**config.mk**
```make
export PLATFORM = sky130hd
export DESIGN_NAME = router_1xn_flat
export DESIGN_NICKNAME = d
export VERILOG_FILES = /design/src/rtl/router_pkg.sv /design/src/rtl/router_1xn_if.sv /design/src/rtl/router_fifo.sv /design/src/rtl/router_1xn.sv /design/src/flat_wrapper.sv
export SDC_FILE = /design/constraint.sdc
export NUM_CORES = 1
export LEC_CHECK = 0
export CORE_UTILIZATION = 69
export CTS_BUF_LIST = sky130_fd_sc_hd__clkbuf_2
export DETAILED_ROUTE_END_ITERATION = 7
export PLACE_DENSITY = 0.85
export SETUP_SLACK_MARGIN = 0.5
export SLEW_MARGIN = 10
export SYNTH_ARGS = -nofsm -noshare
export SYNTH_HDL_FRONTEND = slang
export SYNTH_SLANG_ARGS = --single-unit
```
**constraint.sdc**
```tcl
create_clock -name i_clock -period 5.1 [get_ports i_clock]
set_clock_uncertainty 0.05 [all_clocks]
set_input_delay 0.51 -clock i_clock [delete_from_list [all_inputs] [get_ports i_clock]]
set_output_delay 0.51 -clock i_clock [all_outputs]
set_load 0.02 [all_outputs]
```
**src/rtl/router_pkg.sv**
```systemverilog
// Shared definitions for the 1-to-N packet router.
//   state_e       : input-side FSM encoding
//   clog2()       : ceiling log2 for parameter-derived widths
//   HdrAddrLsb    : lowest header bit of the destination address field;
//                   the length field sits directly above the address field
package router_pkg;

  typedef enum logic [2:0] {
    StIdle,
    StLoad,
    StWaitFull,
    StParity,
    StCheck,
    StDrop
  } state_e;

  localparam int unsigned HdrAddrLsb = 0;

  function automatic int unsigned clog2(input int unsigned n);
    int unsigned r;
    int unsigned v;
    r = 0;
    v = (n > 0) ? n - 1 : 0;
    while (v > 0) begin
      v = v >> 1;
      r = r + 1;
    end
    return r;
  endfunction

  // Header LSB of the length field for a router with nports outputs.
  function automatic int unsigned hdr_len_lsb(input int unsigned nports);
    return HdrAddrLsb + clog2(nports);
  endfunction

endpackage

```
**src/rtl/router_1xn_if.sv**
```systemverilog
// Packet-side and read-side signal bundle of router_1xn.
//   i_pkt_valid  : header/payload byte marker (low for the parity byte)
//   i_data_in    : input byte
//   i_read_enb   : per-port pop request
//   o_data_out   : port i data on slice [i*WIDTH +: WIDTH]
//   o_valid_out  : per-port FIFO not empty
//   o_busy       : input byte not accepted this cycle
//   o_error      : parity/length mismatch on the last packet
//   o_drop       : one-cycle pulse when a packet is discarded
//   o_soft_reset : one-cycle pulse when a port is flushed by timeout
// Modports: master drives the stimulus side, slave is the router.
interface router_1xn_if #(
  parameter int unsigned WIDTH  = 8,
  parameter int unsigned NPORTS = 4
) ();
  logic                    i_pkt_valid;
  logic [WIDTH-1:0]        i_data_in;
  logic [NPORTS-1:0]       i_read_enb;
  logic [NPORTS*WIDTH-1:0] o_data_out;
  logic [NPORTS-1:0]       o_valid_out;
  logic                    o_busy;
  logic                    o_error;
  logic                    o_drop;
  logic [NPORTS-1:0]       o_soft_reset;

  modport master (
    output i_pkt_valid, i_data_in, i_read_enb,
    input  o_data_out, o_valid_out, o_busy, o_error, o_drop, o_soft_reset
  );

  modport slave (
    input  i_pkt_valid, i_data_in, i_read_enb,
    output o_data_out, o_valid_out, o_busy, o_error, o_drop, o_soft_reset
  );
endinterface

```
**src/rtl/router_fifo.sv**
```systemverilog
// Synchronous WIDTH x DEPTH FIFO with first-word fall-through head.
//   i_clock, i_resetn : clock, async active-low reset (empties the FIFO)
//   i_push, i_wdata   : write request and data (ignored when full)
//   i_pop             : pop request (ignored when empty)
//   i_flush           : empties the FIFO; overrides push and pop
//   o_rdata           : current head word
//   o_full, o_empty   : occupancy flags
module router_fifo
  import router_pkg::*;
#(
  parameter int unsigned WIDTH = 8,
  parameter int unsigned DEPTH = 16
) (
  input  logic             i_clock,
  input  logic             i_resetn,
  input  logic             i_push,
  input  logic             i_pop,
  input  logic             i_flush,
  input  logic [WIDTH-1:0] i_wdata,
  output logic [WIDTH-1:0] o_rdata,
  output logic             o_full,
  output logic             o_empty
);
  localparam int unsigned PW = clog2(DEPTH);

  logic [WIDTH-1:0] r_mem [DEPTH];
  logic [PW-1:0]    r_wptr, r_rptr;
  logic [PW:0]      r_count;
  logic             w_push, w_pop;

  assign o_full  = (r_count == (PW+1)'(DEPTH));
  assign o_empty = (r_count == '0);
  assign w_push  = i_push & ~o_full & ~i_flush;
  assign w_pop   = i_pop & ~o_empty & ~i_flush;
  assign o_rdata = r_mem[r_rptr];

  always_ff @(posedge i_clock or negedge i_resetn) begin
    if (!i_resetn) begin
      r_wptr  <= '0;
      r_rptr  <= '0;
      r_count <= '0;
    end else if (i_flush) begin
      r_wptr  <= '0;
      r_rptr  <= '0;
      r_count <= '0;
    end else begin
      if (w_push) r_wptr <= r_wptr + 1'b1;
      if (w_pop)  r_rptr <= r_rptr + 1'b1;
      if (w_push && !w_pop)      r_count <= r_count + 1'b1;
      else if (!w_push && w_pop) r_count <= r_count - 1'b1;
    end
  end

  always_ff @(posedge i_clock) begin
    if (w_push) r_mem[r_wptr] <= i_wdata;
  end
endmodule

```
**src/rtl/router_1xn.sv**
```systemverilog
// 1-to-NPORTS packet router. A packet is header, LEN payload bytes and a
// parity byte; all LEN+2 bytes are stored in the destination port FIFO.
//   i_clock  : sole clock
//   i_resetn : async active-low reset
//   bus      : router_1xn_if slave modport (packet input, read ports, status)
module router_1xn
  import router_pkg::*;
#(
  parameter int unsigned WIDTH   = 8,
  parameter int unsigned NPORTS  = 4,
  parameter int unsigned DEPTH   = 16,
  parameter int unsigned TIMEOUT = 30
) (
  input logic         i_clock,
  input logic         i_resetn,
  router_1xn_if.slave bus
);
  localparam int unsigned AW   = clog2(NPORTS);
  localparam int unsigned LLsb = hdr_len_lsb(NPORTS);
  localparam int unsigned LW   = WIDTH - LLsb;
  localparam int unsigned TW   = clog2(TIMEOUT + 1);
  localparam int unsigned NPad = 1 << AW;

  state_e            r_state, w_state_d;
  logic [AW-1:0]     r_dest, w_hdr_addr, w_push_port;
  logic [LW-1:0]     r_len, w_hdr_len;
  logic [WIDTH-1:0]  r_parity, r_par_byte, r_count;
  logic              r_error, r_drop, w_drop_d;
  logic              w_busy, w_accept, w_push, w_addr_ok, w_hdr_ok;
  logic [NPORTS-1:0] w_full, w_empty, w_tmo;
  // Padded to the full address space so an out-of-range header can index safely.
  logic [NPad-1:0]   w_full_x, w_tmo_x;
  logic [NPORTS*WIDTH-1:0] w_data_out;

  assign w_hdr_addr = bus.i_data_in[HdrAddrLsb +: AW];
  assign w_hdr_len  = bus.i_data_in[LLsb +: LW];
  assign w_addr_ok  = (32'(w_hdr_addr) < NPORTS);
  assign w_hdr_ok   = w_addr_ok & (w_hdr_len != '0);
  assign w_full_x   = NPad'(w_full);
  assign w_tmo_x    = NPad'(w_tmo);

  always_comb begin
    w_busy = 1'b0;
    unique case (r_state)
      StIdle:             w_busy = bus.i_pkt_valid & w_addr_ok & w_full_x[w_hdr_addr];
      StLoad, StWaitFull: w_busy = w_full_x[r_dest];
      StCheck:            w_busy = 1'b1;
      default:            w_busy = 1'b0;
    endcase
  end

  assign w_accept = ~w_busy & ((r_state == StIdle) ? bus.i_pkt_valid
                                : (r_state inside {StLoad, StWaitFull, StDrop}));

  always_comb begin
    w_state_d   = r_state;
    w_push      = 1'b0;
    w_push_port = r_dest;
    w_drop_d    = 1'b0;
    unique case (r_state)
      StIdle: begin
        if (w_accept) begin
          if (w_hdr_ok && !w_tmo_x[w_hdr_addr]) begin
            w_state_d   = StLoad;
            w_push      = 1'b1;
            w_push_port = w_hdr_addr;
          end else begin
            w_state_d = StDrop;
            w_drop_d  = 1'b1;
          end
        end
      end
      StLoad, StWaitFull: begin
        if (w_tmo_x[r_dest]) begin
          // Destination was flushed under us: discard the rest of the packet.
          w_drop_d  = 1'b1;
          w_state_d = (w_accept && !bus.i_pkt_valid) ? StIdle : StDrop;
        end else if (w_accept) begin
          w_push    = 1'b1;
          w_state_d = bus.i_pkt_valid ? StLoad : StCheck;
        end else begin
          w_state_d = w_full_x[r_dest] ? StWaitFull : StLoad;
        end
      end
      StCheck: w_state_d = StIdle;
      StDrop: begin
        if (w_accept && !bus.i_pkt_valid) w_state_d = StIdle;
      end
      // StParity is never entered: the parity byte is absorbed in StLoad.
      default: w_state_d = StIdle;
    endcase
  end

  always_ff @(posedge i_clock or negedge i_resetn) begin
    if (!i_resetn) begin
      r_state    <= StIdle;
      r_dest     <= '0;
      r_len      <= '0;
      r_parity   <= '0;
      r_par_byte <= '0;
      r_count    <= '0;
      r_error    <= 1'b0;
      r_drop     <= 1'b0;
    end else begin
      r_state <= w_state_d;
      r_drop  <= w_drop_d;
      if (r_state == StIdle && w_accept) begin
        r_dest   <= w_hdr_addr;
        r_len    <= w_hdr_len;
        r_parity <= bus.i_data_in;
        r_count  <= '0;
        r_error  <= 1'b0;
      end
      if ((r_state == StLoad || r_state == StWaitFull) && w_accept) begin
        if (bus.i_pkt_valid) begin
          r_parity <= r_parity ^ bus.i_data_in;
          r_count  <= r_count + 1'b1;
        end else begin
          r_par_byte <= bus.i_data_in;
        end
      end
      if (r_state == StCheck) begin
        r_error <= (r_parity != r_par_byte) || (r_count != WIDTH'(r_len));
      end
    end
  end

  for (genvar g = 0; g < NPORTS; g++) begin : g_port
    logic [TW-1:0]    r_tmo_cnt;
    logic [WIDTH-1:0] r_dout, w_head;
    logic             w_pop;

    assign w_tmo[g] = (r_tmo_cnt == TW'(TIMEOUT));
    assign w_pop    = bus.i_read_enb[g] & ~w_empty[g] & ~w_tmo[g];

    router_fifo #(
      .WIDTH(WIDTH),
      .DEPTH(DEPTH)
    ) u_fifo (
      .i_clock  (i_clock),
      .i_resetn (i_resetn),
      .i_push   (w_push & (w_push_port == AW'(g))),
      .i_pop    (w_pop),
      .i_flush  (w_tmo[g]),
      .i_wdata  (bus.i_data_in),
      .o_rdata  (w_head),
      .o_full   (w_full[g]),
      .o_empty  (w_empty[g])
    );

    always_ff @(posedge i_clock or negedge i_resetn) begin
      if (!i_resetn) begin
        r_tmo_cnt <= '0;
        r_dout    <= '0;
      end else begin
        if (w_tmo[g])                                 r_tmo_cnt <= '0;
        else if (!w_empty[g] && !bus.i_read_enb[g])   r_tmo_cnt <= r_tmo_cnt + 1'b1;
        else                                          r_tmo_cnt <= '0;
        if (w_pop) r_dout <= w_head;
      end
    end

    assign w_data_out[g*WIDTH +: WIDTH] = r_dout;
  end

  assign bus.o_data_out   = w_data_out;
  assign bus.o_valid_out  = ~w_empty;
  assign bus.o_busy       = w_busy;
  assign bus.o_error      = r_error;
  assign bus.o_drop       = r_drop;
  assign bus.o_soft_reset = w_tmo;
endmodule

```
**src/flat_wrapper.sv**
```systemverilog
// flat-port wrapper written by rule: the top's interface ports become plain ports
module router_1xn_flat import router_pkg::*;
#(
  parameter int unsigned WIDTH   = 8,
  parameter int unsigned NPORTS  = 4,
  parameter int unsigned DEPTH   = 16,
  parameter int unsigned TIMEOUT = 30
)
  (i_clock, i_resetn, bus_i_pkt_valid, bus_i_data_in, bus_i_read_enb, bus_o_data_out, bus_o_valid_out, bus_o_busy, bus_o_error, bus_o_drop, bus_o_soft_reset);
  router_1xn_if #(.WIDTH(WIDTH), .NPORTS(NPORTS)) bus_i ();
  input logic i_clock;
  input logic i_resetn;
  input wire logic [$bits(bus_i.i_pkt_valid)-1:0] bus_i_pkt_valid;
  input wire logic [$bits(bus_i.i_data_in)-1:0] bus_i_data_in;
  input wire logic [$bits(bus_i.i_read_enb)-1:0] bus_i_read_enb;
  output wire logic [$bits(bus_i.o_data_out)-1:0] bus_o_data_out;
  output wire logic [$bits(bus_i.o_valid_out)-1:0] bus_o_valid_out;
  output wire logic [$bits(bus_i.o_busy)-1:0] bus_o_busy;
  output wire logic [$bits(bus_i.o_error)-1:0] bus_o_error;
  output wire logic [$bits(bus_i.o_drop)-1:0] bus_o_drop;
  output wire logic [$bits(bus_i.o_soft_reset)-1:0] bus_o_soft_reset;
  assign bus_i.i_pkt_valid = bus_i_pkt_valid;
  assign bus_i.i_data_in = bus_i_data_in;
  assign bus_i.i_read_enb = bus_i_read_enb;
  assign bus_o_data_out = bus_i.o_data_out;
  assign bus_o_valid_out = bus_i.o_valid_out;
  assign bus_o_busy = bus_i.o_busy;
  assign bus_o_error = bus_i.o_error;
  assign bus_o_drop = bus_i.o_drop;
  assign bus_o_soft_reset = bus_i.o_soft_reset;
  router_1xn #(.WIDTH(WIDTH), .NPORTS(NPORTS), .DEPTH(DEPTH), .TIMEOUT(TIMEOUT)) u_core (.i_clock(i_clock), .i_resetn(i_resetn), .bus(bus_i));
endmodule
```
# --- Yosys cells after proc, flatten, opt, wreduce, memory -nomap -nowiden ---
# Memories as Yosys holds them, arrays and structs flattened. A register that Yosys moved wholly into a read port is not among the register bits.
# Index checks and enable logic that the tools add are counted.
word_totals:
  ramBits: 512
  register_bits: 109
  word_cells: 263
  mem_count: 4
mem_list:
  columns: ["memory", "depth", "width", "rd", "rd_clocked_by_memory_dff", "wr", "line", "rtl"]
  rows:
  - ["u_core.g_port[0].u_fifo.r_mem", 16, 8, 1, 1, 1, "router_fifo.sv:26", "logic [WIDTH-1:0] r_mem [DEPTH];"]
  - ["u_core.g_port[1].u_fifo.r_mem", 16, 8, 1, 1, 1, "router_fifo.sv:26", null]
  - ["u_core.g_port[2].u_fifo.r_mem", 16, 8, 1, 1, 1, "router_fifo.sv:26", null]
  - ["u_core.g_port[3].u_fifo.r_mem", 16, 8, 1, 1, 1, "router_fifo.sv:26", null]
op_classes:
  n_addsub: 21
  magnitude_cmp: 2
  reduce_logical: 64
  n_mux: 83
  bitwise: 46
  n_eq_ne: 19
op_table:
  columns: ["operator", "n"]
  rows:
  - ["5-bit two-way mux", 20]
  - ["4-bit two-way mux", 16]
  - ["8-bit two-way mux", 6]
  - ["5-bit by 1-bit adder with 5-bit output (second input constant)", 8]
  - ["5-bit == test (second input constant)", 8]
  - ["4-bit by 1-bit adder with 4-bit output (second input constant)", 8]
  - ["1-bit AND", 30]
  - ["1-bit logical NOT", 22]
  - ["1-bit two-way mux", 22]
  - ["3-bit two-way mux", 7]
  - ["5-bit logical NOT", 4]
  - ["5-bit by 1-bit subtractor with 5-bit output (second input constant)", 4]
  - ["2-bit nonzero test", 9]
  - ["1-bit logical AND", 16]
  - ["3-bit nonzero test", 5]
  - ["1-bit NOT", 14]
  - ["3-bit case mux with 3 select lines", 1]
  - ["8-bit by 1-bit adder with 8-bit output (second input constant)", 1]
  - ["1-bit binary-select mux with 2-bit select", 4]
  - ["2-bit two-way mux", 4]
  - ["8-bit by 6-bit inequality test with 1-bit output", 1]
  - ["8-bit inequality test", 1]
  - ["8-bit bitwise XOR", 1]
  - ["3-bit == test (second input constant)", 2]
  - ["other kinds (16)", 21]

# --- Logic depth before layout (Yosys ltp) ---
# Gate-level depths: netlist of the first run.
logic_depth:
  ltp_word: 18
  mapped_depth: 15
  ltp_nobuf: 14

# --- Hierarchy ---
# From an unflattened synthesis of the first run, not the netlist that was laid out.
unflattened:
  hier_cells: 1665
  hier_area_um2: 27923.0
modules_own_cells:
  columns: ["module", "n_inst", "seq_area_each_um2", "cells_each", "area_per_inst_um2"]
  rows:
  - ["router_fifo at u_core.g_port[2].u_fifo ...", 2, 4169.0, 293, 5925.7]
  - ["router_fifo at u_core.g_port[0].u_fifo", 1, 4169.0, 355, 5944.5]
  - ["router_fifo at u_core.g_port[1].u_fifo", 1, 4169.0, 358, 5933.2]
  - ["router_1xn", 1, 2227.1, 366, 4194.0]

# --- Worst setup path before layout of the first run ---
# OpenSTA, ideal clock, no wires.
synth_path:
  kind: "reg2reg"
  start: "register u_core.g_port[3].u_fifo.r_count[1]"
  end: "register u_core.g_port[3].u_fifo.r_count[4]"
  path_slack_ps: 1611
  setup_ps: 125
  path_stages_with_launch: 13
  n_path_buf: 1
  required_ps: 4925
  arrival_ps: 3313
  cell_sequence: "dfrtp_1 > or4_1 > or2_1 > and2_1 > clkbuf_1 > nor4_2 > inv_2 > fa_1 > a21o_1 > a21o_1 > a311oi_1 > o21a_1 > nor3_1"
synth_between:
  elab_chain_len: 16
  elab_cells_between_ends: 36
synth_lines:
  columns: ["item", "line", "rtl"]
  rows:
  - ["from (decl)", "router_fifo.sv:28", "logic [PW:0] r_count;"]
  - ["from (signal assigned)", "router_fifo.sv:49", "if (w_push && !w_pop) r_count <= r_count + 1'b1;"]
  - ["from (signal assigned)", "router_fifo.sv:50", "else if (!w_push && w_pop) r_count <= r_count - 1'b1;"]
  - ["5-bit == test", "router_fifo.sv:31", "assign o_full = (r_count == (PW+1)'(DEPTH));"]
  - ["1-bit binary-select mux with 2-bit select", "router_1xn.sv:45", "StIdle: w_busy = bus.i_pkt_valid & w_addr_ok & w_full_x[w_hdr_addr];"]
  - ["1-bit two-way mux (not written as such)", "router_1xn.sv:45", null]
  - ["1-bit AND", "router_1xn.sv:45", null]
  - ["1-bit case mux with 3 select lines", "router_1xn.sv:44", "unique case (r_state)"]
  - ["1-bit NOT", "router_1xn.sv:52", "assign w_accept = ~w_busy & ((r_state == StIdle) ? bus.i_pkt_valid"]
  - ["1-bit AND", "router_1xn.sv:52", null]
  - ["1-bit two-way mux or 2-bit two-way mux (tied branches)", "router_1xn.sv:78, router_1xn.sv:62", null]
  - ["1-bit two-way mux or 2-bit two-way mux (tied branches)", "router_1xn.sv:74, router_1xn.sv:60", null]
  - ["1-bit case mux with 2 select lines or 2-bit == test (tied branches)", "router_1xn.sv:60, router_1xn.sv:142", null]
  - ["1-bit AND", "router_1xn.sv:142", ".i_push (w_push & (w_push_port == AW'(g))),"]
  - ["1-bit AND (2 in a row)", "router_fifo.sv:33", "assign w_push = i_push & ~o_full & ~i_flush;"]
  - ["1-bit logical AND or 1-bit logical NOT (tied branches)", "router_fifo.sv:49, router_fifo.sv:50", null]
  - ["5-bit two-way mux or 1-bit logical AND (tied branches)", "router_fifo.sv:49, router_fifo.sv:50", null]
  - ["5-bit two-way mux or 3-bit nonzero test (tied branches)", null, null]
# Several ways; a longest one is shown, not always the timed one. The select of a mux whose other input is x is not followed.
# A chain may end at the register's enable or synchronous reset.

# --- Worst setup path in the final report of the first run ---
layout_path:
  start: "register u_core.g_port[0].u_fifo.r_count[3]"
  end: "output port bus_o_busy"
layout_between:
  elab_chain_len: 5
  elab_cells_between_ends: 7
layout_lines:
  columns: ["item", "line", "rtl"]
  rows:
  - ["from (decl)", "router_fifo.sv:28", null]
  - ["from (signal assigned)", "router_fifo.sv:49", null]
  - ["from (signal assigned)", "router_fifo.sv:50", null]
  - ["5-bit == test *", "router_fifo.sv:31", null]
  - ["1-bit binary-select mux with 2-bit select", "router_1xn.sv:45", null]
  - ["1-bit two-way mux (not written as such)", "router_1xn.sv:45", null]
  - ["1-bit AND", "router_1xn.sv:45", null]
  - ["1-bit case mux with 3 select lines *", "router_1xn.sv:44", null]
  - ["to (decl)", "flat_wrapper.sv:18", "output wire logic [$bits(bus_i.o_busy)-1:0] bus_o_busy;"]
# Every way passes the cells marked *; elsewhere a longest branch is shown, timed or not. The select of a mux whose other input is x is not followed.

==> results of run 1 <==
-- worst reg2reg max path: stages, from the launching register on --
cell and delay (ps):
dfrtp_1 450, or4_1 660, or2_1 310, and2_1 280, nor4_2 450, inv_2 200, fa_1 450, a21o_1 190
a21o_1 180, a311oi_1 280, nor3_1 90, nor3_1 160
-- power by group --
| part | switching (uW) | internal [uW] |
|---|---|---|
| clock network | 1980 | 1490 |
| logic | 2240 | 2580 |
| registers | 1060 | 6410 |
| total | 5280 | 10500 |
-- sequential cells by signal, indices dropped and copies added, names as in the netlist --
name and count:
u_core.r_len 6, u_core.g_port.r_dout 32, u_core.r_parity 8, u_core.bus.o_error 1, u_core.r_dest 2, u_core.r_par_byte 8
u_core.g_port.r_tmo_cnt 20, u_core.r_state 3, u_core.g_port.u_fifo.r_mem 512, u_core.g_port.u_fifo.r_wptr 16, u_core.g_port.u_fifo.r_rptr 16, u_core.r_count 8
u_core.g_port.u_fifo.r_count 20, u_core.bus.o_drop 1
-- cell type report --
cell class / instances / area [um2]
Sequential cell: 653 / 18900
Fill cell: 2159 / 8850
Multi-Input combinational cell: 790 / 8070
Clock buffer: 237 / 1190
Timing Repair Buffer: 89 / 817
Tap cell: 518 / 648
Clock inverter: 46 / 314
Inverter: 29 / 109
Antenna cell: 4 / 10.0
-- synthesized netlist by cell type (7+ instances only) --
| cell type | count |
|---|---|
| mux2i_1 | 27 |
| o21ai_0 | 14 |
| nor2_1 | 56 |
| dfrtp_1 | 141 |
| mux4_2 | 162 |
| ha_1 | 45 |
| xor2_1 | 34 |
| and3_1 | 20 |
| nor3_1 | 16 |
| buf_4 | 8 |
| nand4_1 | 23 |
| nor4_1 | 12 |
| nor3b_1 | 7 |
| edfxtp_1 | 512 |
| mux2_1 | 8 |
| and4_1 | 8 |
| clkbuf_1 | 42 |
| buf_1 | 17 |
| inv_1 | 27 |
| a21oi_1 | 42 |
| mux2_2 | 34 |
| and2_1 | 39 |
| nand3_1 | 31 |
| nand2_1 | 107 |
| xnor2_1 | 19 |
| buf_2 | 7 |
-- metrics by stage --
step / hold WS (ps) / util (%) / instances / total power [uW]
global route: 10.6 / 77.3 / 2365 / 16600
global placement: 416 / 73.2 / 2073 / 12100
detailed placement: 434 / 73.2 / 2073 / 12400
finish: 68.9 / 77.3 / 2366 / 15800
floorplan: 164 / - / 1546 / 10800
CTS: 7.98 / 77.2 / 2362 / 15800
-- logic make-up after synthesis --
kind of cell,after synthesis,share of synthesized area (%)
and+or+nand+nor,347,6.68
buffers and inverters,103,1.55
AOI/OAI and AO/OA,110,2.71
muxes,231,16.0
DFF,653,69.0
adders and majority gates,49,2.35
xor gates and xnor gates,53,1.69
-- worst max path at each step --
| stage | from | to | cells past startpoint |
|---|---|---|---|
| 4_1_cts | u_core.g_port[2].u_fifo.r_count[1]$_DFFE_PN0P_ | bus_o_busy | 5 |
| 6_report | u_core.g_port[0].u_fifo.r_count[3]$_DFFE_PN0P_ | bus_o_busy | 5 |
| 5_1_grt | u_core.g_port[0].u_fifo.r_count[3]$_DFFE_PN0P_ | bus_o_busy | 5 |
| 3_3_place_gp | bus_i_pkt_valid | u_core.g_port[2].u_fifo.r_count[4]$_DFFE_PN0P_ | 12 |
| 2_1_floorplan | u_core.g_port[3].u_fifo.r_count[1]$_DFFE_PN0P_ | u_core.g_port[3].u_fifo.r_count[4]$_DFFE_PN0P_ | 12 |
| 3_5_place_dp | bus_i_pkt_valid | u_core.g_port[3].u_fifo.r_count[4]$_DFFE_PN0P_ | 12 |
-- routing by layer --
metal	track usage, %	share of wire (%)	up-vias
li1	-	-	6576
met1	40.3	39	7745
met2	49.2	51	728
met3	7.73	7.9	110
met4	9.85	2.2	6
met5	0	0.062	-
-- what timing repair did --
| item | CTS | global route |
|---|---|---|
| endpoints found under the hold margin | 115 | 0 |
| buffers inserted | 0 | 0 |
| hold buffers | 6 | 0 |
==> results by group, run 1 <==
Run status
  – Status: finished clean

Timing
  – Worst setup margin: 741 ps
  – Endpoints failing hold: 0
  – Fin crit period: 4360 ps
  – RSZ-0062 raised after global routing: false
  – Setup-failing EPs final: 0
  – Fin crit share: 85.5%
  – Max Clk Rate: 229 MHz
  – Setup TNS: 0 ps
  – Slew Viols, Final: 0
  – Worst Tran Pin Value: 1130 ps
  – Worst rel slew slack: 24.2%

Cells and area
  – Layout cell share with drive strength beyond 1: 27.5%
  – Layout Nets: 1781
  – Syn-to-layout area delta: 9.74%
  – Post-route cell area: 30100 um2
  – Most common cell after layout, fill and taps aside: edfxtp_1
  – Most frequent cells in the layout: edfxtp_1, clkbuf_2, mux4_2

Detailed routing
  – DR vias: 15165
  – Wire length per cell: 24.6 um
  – Detailed Routing Iterations Pass 1: 6
  – Initial drt markers: 1383
  – Post-route ant nets: 0
  – Routed WL: 58.2 mm
  – DR vias/cell: 6.41
  – Drt drc: 0

CTS
  – CTS Buffer Depth: 3
  – Clk Latency, worst-skew pair: 1150 ps
  – CTS Sinks: 653
  – TritonCTS clock tree: yes
  – CTS H-tree lvls: 4
  – Num CTS Buffers: 154
  – Reg clk slew, reported paths: 110 ps
  – Clock Tree Root: clkbuf_2
  – Post-CTS sizing: 0

Floorplanning
  – Row count: 72
  – Die Area: 40500 um2
  – Core ar.: 38900 um2
  – Die width: 201 um
  – I/O pin total: 58
  – Die height: 201 um
  – Initial cell density of the core: 70.4%

Synth
  – Synthesized flop and latch total: 653
  – Top cell type's share of synthesized area: 56.1%
  – Syn_nets: 1610
  – Synth area leader: edfxtp_1
  – Synth Flop Type: edfxtp_1
  – Mapped Area: 27400 um2
  – Cells after Synth: 1546
  – Yosys warning total: 0
  – Synth top area cells: edfxtp_1, mux4_2, dfrtp_1
  – Synth cell types: 67
  – Avg Cell Area, Syn: 17.7 um2
  – Sequential fraction of the synthesis area: 69.0%
  – Synth async-reset ratio: 21.6%
  – Post-synth EDFFs: 512

Power
  – Power Dens Cells: 524 nW/um2
  – Pleak: 0.0108 uW
  – Worst IR Drop VDD: 0.000270 V

Critical path
  – Crit end category: output pin
  – Max FO, Critical Path: 5
  – Worst endpoint data arrival time: 3800 ps
  – Cell family with most CP delay: simple AND/OR/NAND/NOR gates
  – CP cell instances: or4_1 > o32ai_1 > nand2_1 > nand3_1 > clkdlybuf4s50_1
  – CP bufs+invs: 1
  – R2R Path Start: u_core.g_port[3].u_fifo.r_count[0]$_DFFE_PN0P_
  – Worst R2R Path Depth: 11
  – Flop2flop setup slack: 1280 ps
  – R2R Path End: u_core.g_port[3].u_fifo.r_count[4]$_DFFE_PN0P_
  – Worst EP required: 4540 ps
  – Worst path slowest cell: clkdlybuf4s50_1
  – Startpoint types: register
  – WS Path Type: reg -> out
  – CP max stage delay: 670 ps

Place
  – Port bufs: 57
  – Dpl hpwl: 36.5 mm
  – Gpl congestion: 0.875
  – Placed inst area: 28500 um2
  – Pre-CTS setup slack: 843 ps

GRT
  – Initial antenna violation count: 6
  – Total gr overflow: 0
  – GRT Overall Usage: 30.1%
  – First-pass GRT wire length: 90.0 mm
  – Vias in the first global route: 15727
  – Largest net degree at the start of global routing: 69

Job
  – MaxCap Viol Count: 0

Worst hold path
  – WHS Path Cells: 5
  – Worst Hold Class: in -> reg
  – Hold EP: u_core.bus.o_drop$_DFF_PN0_
  – Hold wc startpoint: bus_i_data_in[7]
Power figures use the tool's default switching activity.
==> run 2: changes to the inputs <==
- CAP_MARGIN: not set -> 20
- CORE_UTILIZATION: 69 -> 64
- PLACE_DENSITY: 0.85 -> 0.8
- clock period: 5.1 -> 4.8 ns (I/O delays scaled with it)
==> run 2 against run 1 <==
  * Critical endpoint unchanged
  * Count of clock-buffer cells in the layout increased by 10
  * Sequential share of layout area down 0.75 points
  * Register-to-register slack lost 340 ps
==> results by group, run 2 (synthesis gave the netlist of run 1 again) <==
Cells and area
  – Layout cell share with drive strength beyond 1: 27.9% (was 27.5%)
  – Most frequent cells in the layout: edfxtp_1, clkbuf_2, mux4_2 (unchanged)
  – Largest regs: u_core.g_port.u_fifo.r_mem: 512 flops, u_core.g_port.r_dout: 32 flops (unchanged)
  – Most common cell after layout, fill and taps aside: edfxtp_1 (unchanged)
  – Finished Core Util: 72.4% (was 77.3%)
  – Non-filler cells, final: 2422 (was 2366)
  – Reg with most FFs: u_core.g_port.u_fifo.r_mem (unchanged)
  – Fill cells: 2626 (was 2159)
  – Max FFs per register: 512 (unchanged)
  – Layout Nets: 1811 (was 1781)
  – Syn-to-layout area delta: 11.1% (was 9.74%)

Place
  – Placed cell count: 2103 (was 2073)
  – Port bufs: 57 (unchanged)
  – Gpl congestion: 0.831 (was 0.875)
  – Dpl hpwl: 34.9 mm (was 36.5 mm)

Detailed routing
  – Routed WL: 57.0 mm (was 58.2 mm)
  – DR vias/cell: 6.22 (was 6.41)
  – Initial drt markers: 1629 (was 1383)
  – Drt drc: 0 (unchanged)
  – Detailed Routing Iterations Pass 1: 8 (was 6)
  – Wire length per cell: 23.5 um (was 24.6 um)
  – DR vias: 15072 (was 15165)
  – Post-route ant nets: 0 (unchanged)

Timing
  – Setup TNS: 0 ps (unchanged)
  – Slew Viols, Final: 0 (unchanged)
  – Worst rel slew slack: 40.1% (was 24.2%)
  – Setup-failing EPs final: 0 (unchanged)
  – Fin crit period: 4150 ps
  – Max Clk Rate: 241 MHz
  – Endpoints failing hold: 0 (unchanged)
  – RSZ-0062 raised after global routing: false (unchanged)
  – Fin crit share: 86.4%
  – Worst Tran Pin Value: 898 ps (was 1130 ps)

GRT
  – GRT Overall Usage: 27.5% (was 30.1%)
  – Largest net degree at the start of global routing: 82 (was 69)
  – Initial antenna violation count: 1 (was 6)
  – Vias in the first global route: 15525 (was 15727)
  – First-pass GRT wire length: 88.3 mm (was 90.0 mm)
  – Total gr overflow: 0 (unchanged)

CTS
  – CTS Buffer Depth: 3 (unchanged)
  – Clk Latency, worst-skew pair: 1320 ps (was 1150 ps)
  – CTS Sinks: 653 (unchanged)
  – Clock Tree Root: clkbuf_2 (unchanged)
  – Num CTS Buffers: 157 (was 154)
  – CTS H-tree lvls: 4 (unchanged)
  – TritonCTS clock tree: yes (unchanged)
  – Reg clk slew, reported paths: 110 ps (about the same)

Critical path
  – CP startpoint: u_core.g_port[2].u_fifo.r_count[0]$_DFFE_PN0P_ (was u_core.g_port[0].u_fifo.r_count[3]$_DFFE_PN0P_)
  – Worst endpoint data arrival time: 3620 ps (was 3800 ps)
  – CP endpoint: bus_o_busy (unchanged)
  – Max FO, Critical Path: 6 (was 5)
  – Startpoint types: register (unchanged)
  – Flop2flop setup slack: 940 ps (was 1280 ps)
  – Worst R2R Path Depth: 11 (unchanged)
  – Worst EP required: 4270 ps (was 4540 ps)
  – R2R Path Start: u_core.g_port[3].u_fifo.r_count[1]$_DFFE_PN0P_ (was u_core.g_port[3].u_fifo.r_count[0]$_DFFE_PN0P_)
  – WS Path Type: reg -> out (unchanged)
  – R2R Path End: u_core.g_port[3].u_fifo.r_count[4]$_DFFE_PN0P_ (unchanged)
  – Crit end category: output pin (unchanged)

Floorplanning
  – I/O pin total: 58 (unchanged)
  – Initial cell density of the core: 65.2% (was 70.4%)
  – Row count: 75 (was 72)
  – Core ar.: 42000 um2 (was 38900 um2)
  – Die height: 209 um (was 201 um)
  – Die Area: 43600 um2 (was 40500 um2)
  – Die width: 209 um (was 201 um)

Worst hold path
  – Worst Hold Class: in -> reg (unchanged)
  – WHS Path Cells: 4 (was 5)

Run status
  – Status: finished clean (unchanged)

Power
  – Final Total Pwr: 16900 uW (was 15800 uW)
  – Power Dens Cells: 554 nW/um2 (was 524 nW/um2)
  – Worst IR Drop VDD: 0.000279 V (was 0.000270 V)
  – Pleak: 0.0110 uW (was 0.0108 uW)

Job
  – MaxCap Viol Count: 0 (unchanged)
## run 2: changes by cell type in the layout (fill, tap and decap cells not counted), sizes merged
cell / before / now
dlygate4sd3: 5 / 20
buf: 36 / 48
clkbuf: 237 / 247
inv: 36 / 30
clkinv: 32 / 37
bufinv: 5 / 6
clkdlybuf4s50: 48 / 47
clkinvlp: 2 / 1
diode: 4 / 3
dlygate4sd2: 0 / 1
## run 2: layer usage
layer	GRT usage, %	part of all wire [%]	up-vias
met5	0	0	-
met4	10.0	1.7	0
met3	6.75	7.3	87
met2	43.3	50	604
met1	38.1	41	7751
li1	-	-	6630
## run 2: cell type report
| class | count | area (um2) | area share [%] |
|---|---|---|---|
| Clock buffer | 247 | 1240 | 4.06 |
| Antenna cell | 3 | 7.51 | 0.0247 |
| Timing Repair Buffer | 116 | 1060 | 3.48 |
| Sequential cell | 653 | 18900 | 62.1 |
| Multi-Input combinational cell | 790 | 8090 | 26.6 |
| Clock inverter | 45 | 338 | 1.11 |
| Inverter | 29 | 109 | 0.358 |
| Tap cell | 539 | 674 | 2.22 |
## run 2: how the worst min path moves through the flow
stage	start	end	slack, ps
floorplan	i_resetn	u_core.bus.o_drop$_DFF_PN0_	130
global placement	u_core.r_count[7]$_DFF_PN0_	u_core.r_count[7]$_DFF_PN0_	410
detailed placement	u_core.r_count[7]$_DFF_PN0_	u_core.r_count[7]$_DFF_PN0_	430
CTS	bus_i_data_in[1]	u_core.r_parity[1]$_DFF_PN0_	20
global route	bus_i_data_in[1]	u_core.r_parity[1]$_DFF_PN0_	100
finish	bus_i_data_in[1]	u_core.r_parity[1]$_DFF_PN0_	140
## run 2: critical path, cell delays in order, from the launching register on
cell and delay [ps]:
dfrtp_1 470, or4_1 680, o32a_4 390, a2bb2oi_1 170, nand3_1 230, dlygate4sd2_1 390
## run 2: power by group
| part | internal, uW | switching [uW] |
|---|---|---|
| registers | 6800 | 1020 |
| clock network | 1680 | 2160 |
| logic | 2770 | 2410 |
## run 2: what timing repair did
item | in CTS | in global routing
resized for setup | 2 | 2
hold endpoints to repair | 675 | 0
endpoints found under the setup margin | 2 | 1
buffers inserted | 1 | 0
hold buffers | 21 | 0
## run 2: per-stage QoR
step | cell area (um2) | hold WS, ps | setup WS, ps
floorplan | 27400 | 134 | 1310
global placement | 28600 | 414 | 678
detailed placement | 28600 | 427 | 548
CTS | 30400 | 18.2 | 533
global route | 30400 | 95.2 | 524
finish | 30400 | 143 | 654
==> run 3: changes to the inputs <==
- CTS_CLUSTER_DIAMETER: not set -> 200
==> results of run 3 <==
No change in the layout: final DEF, timing and power equal those of run 2.
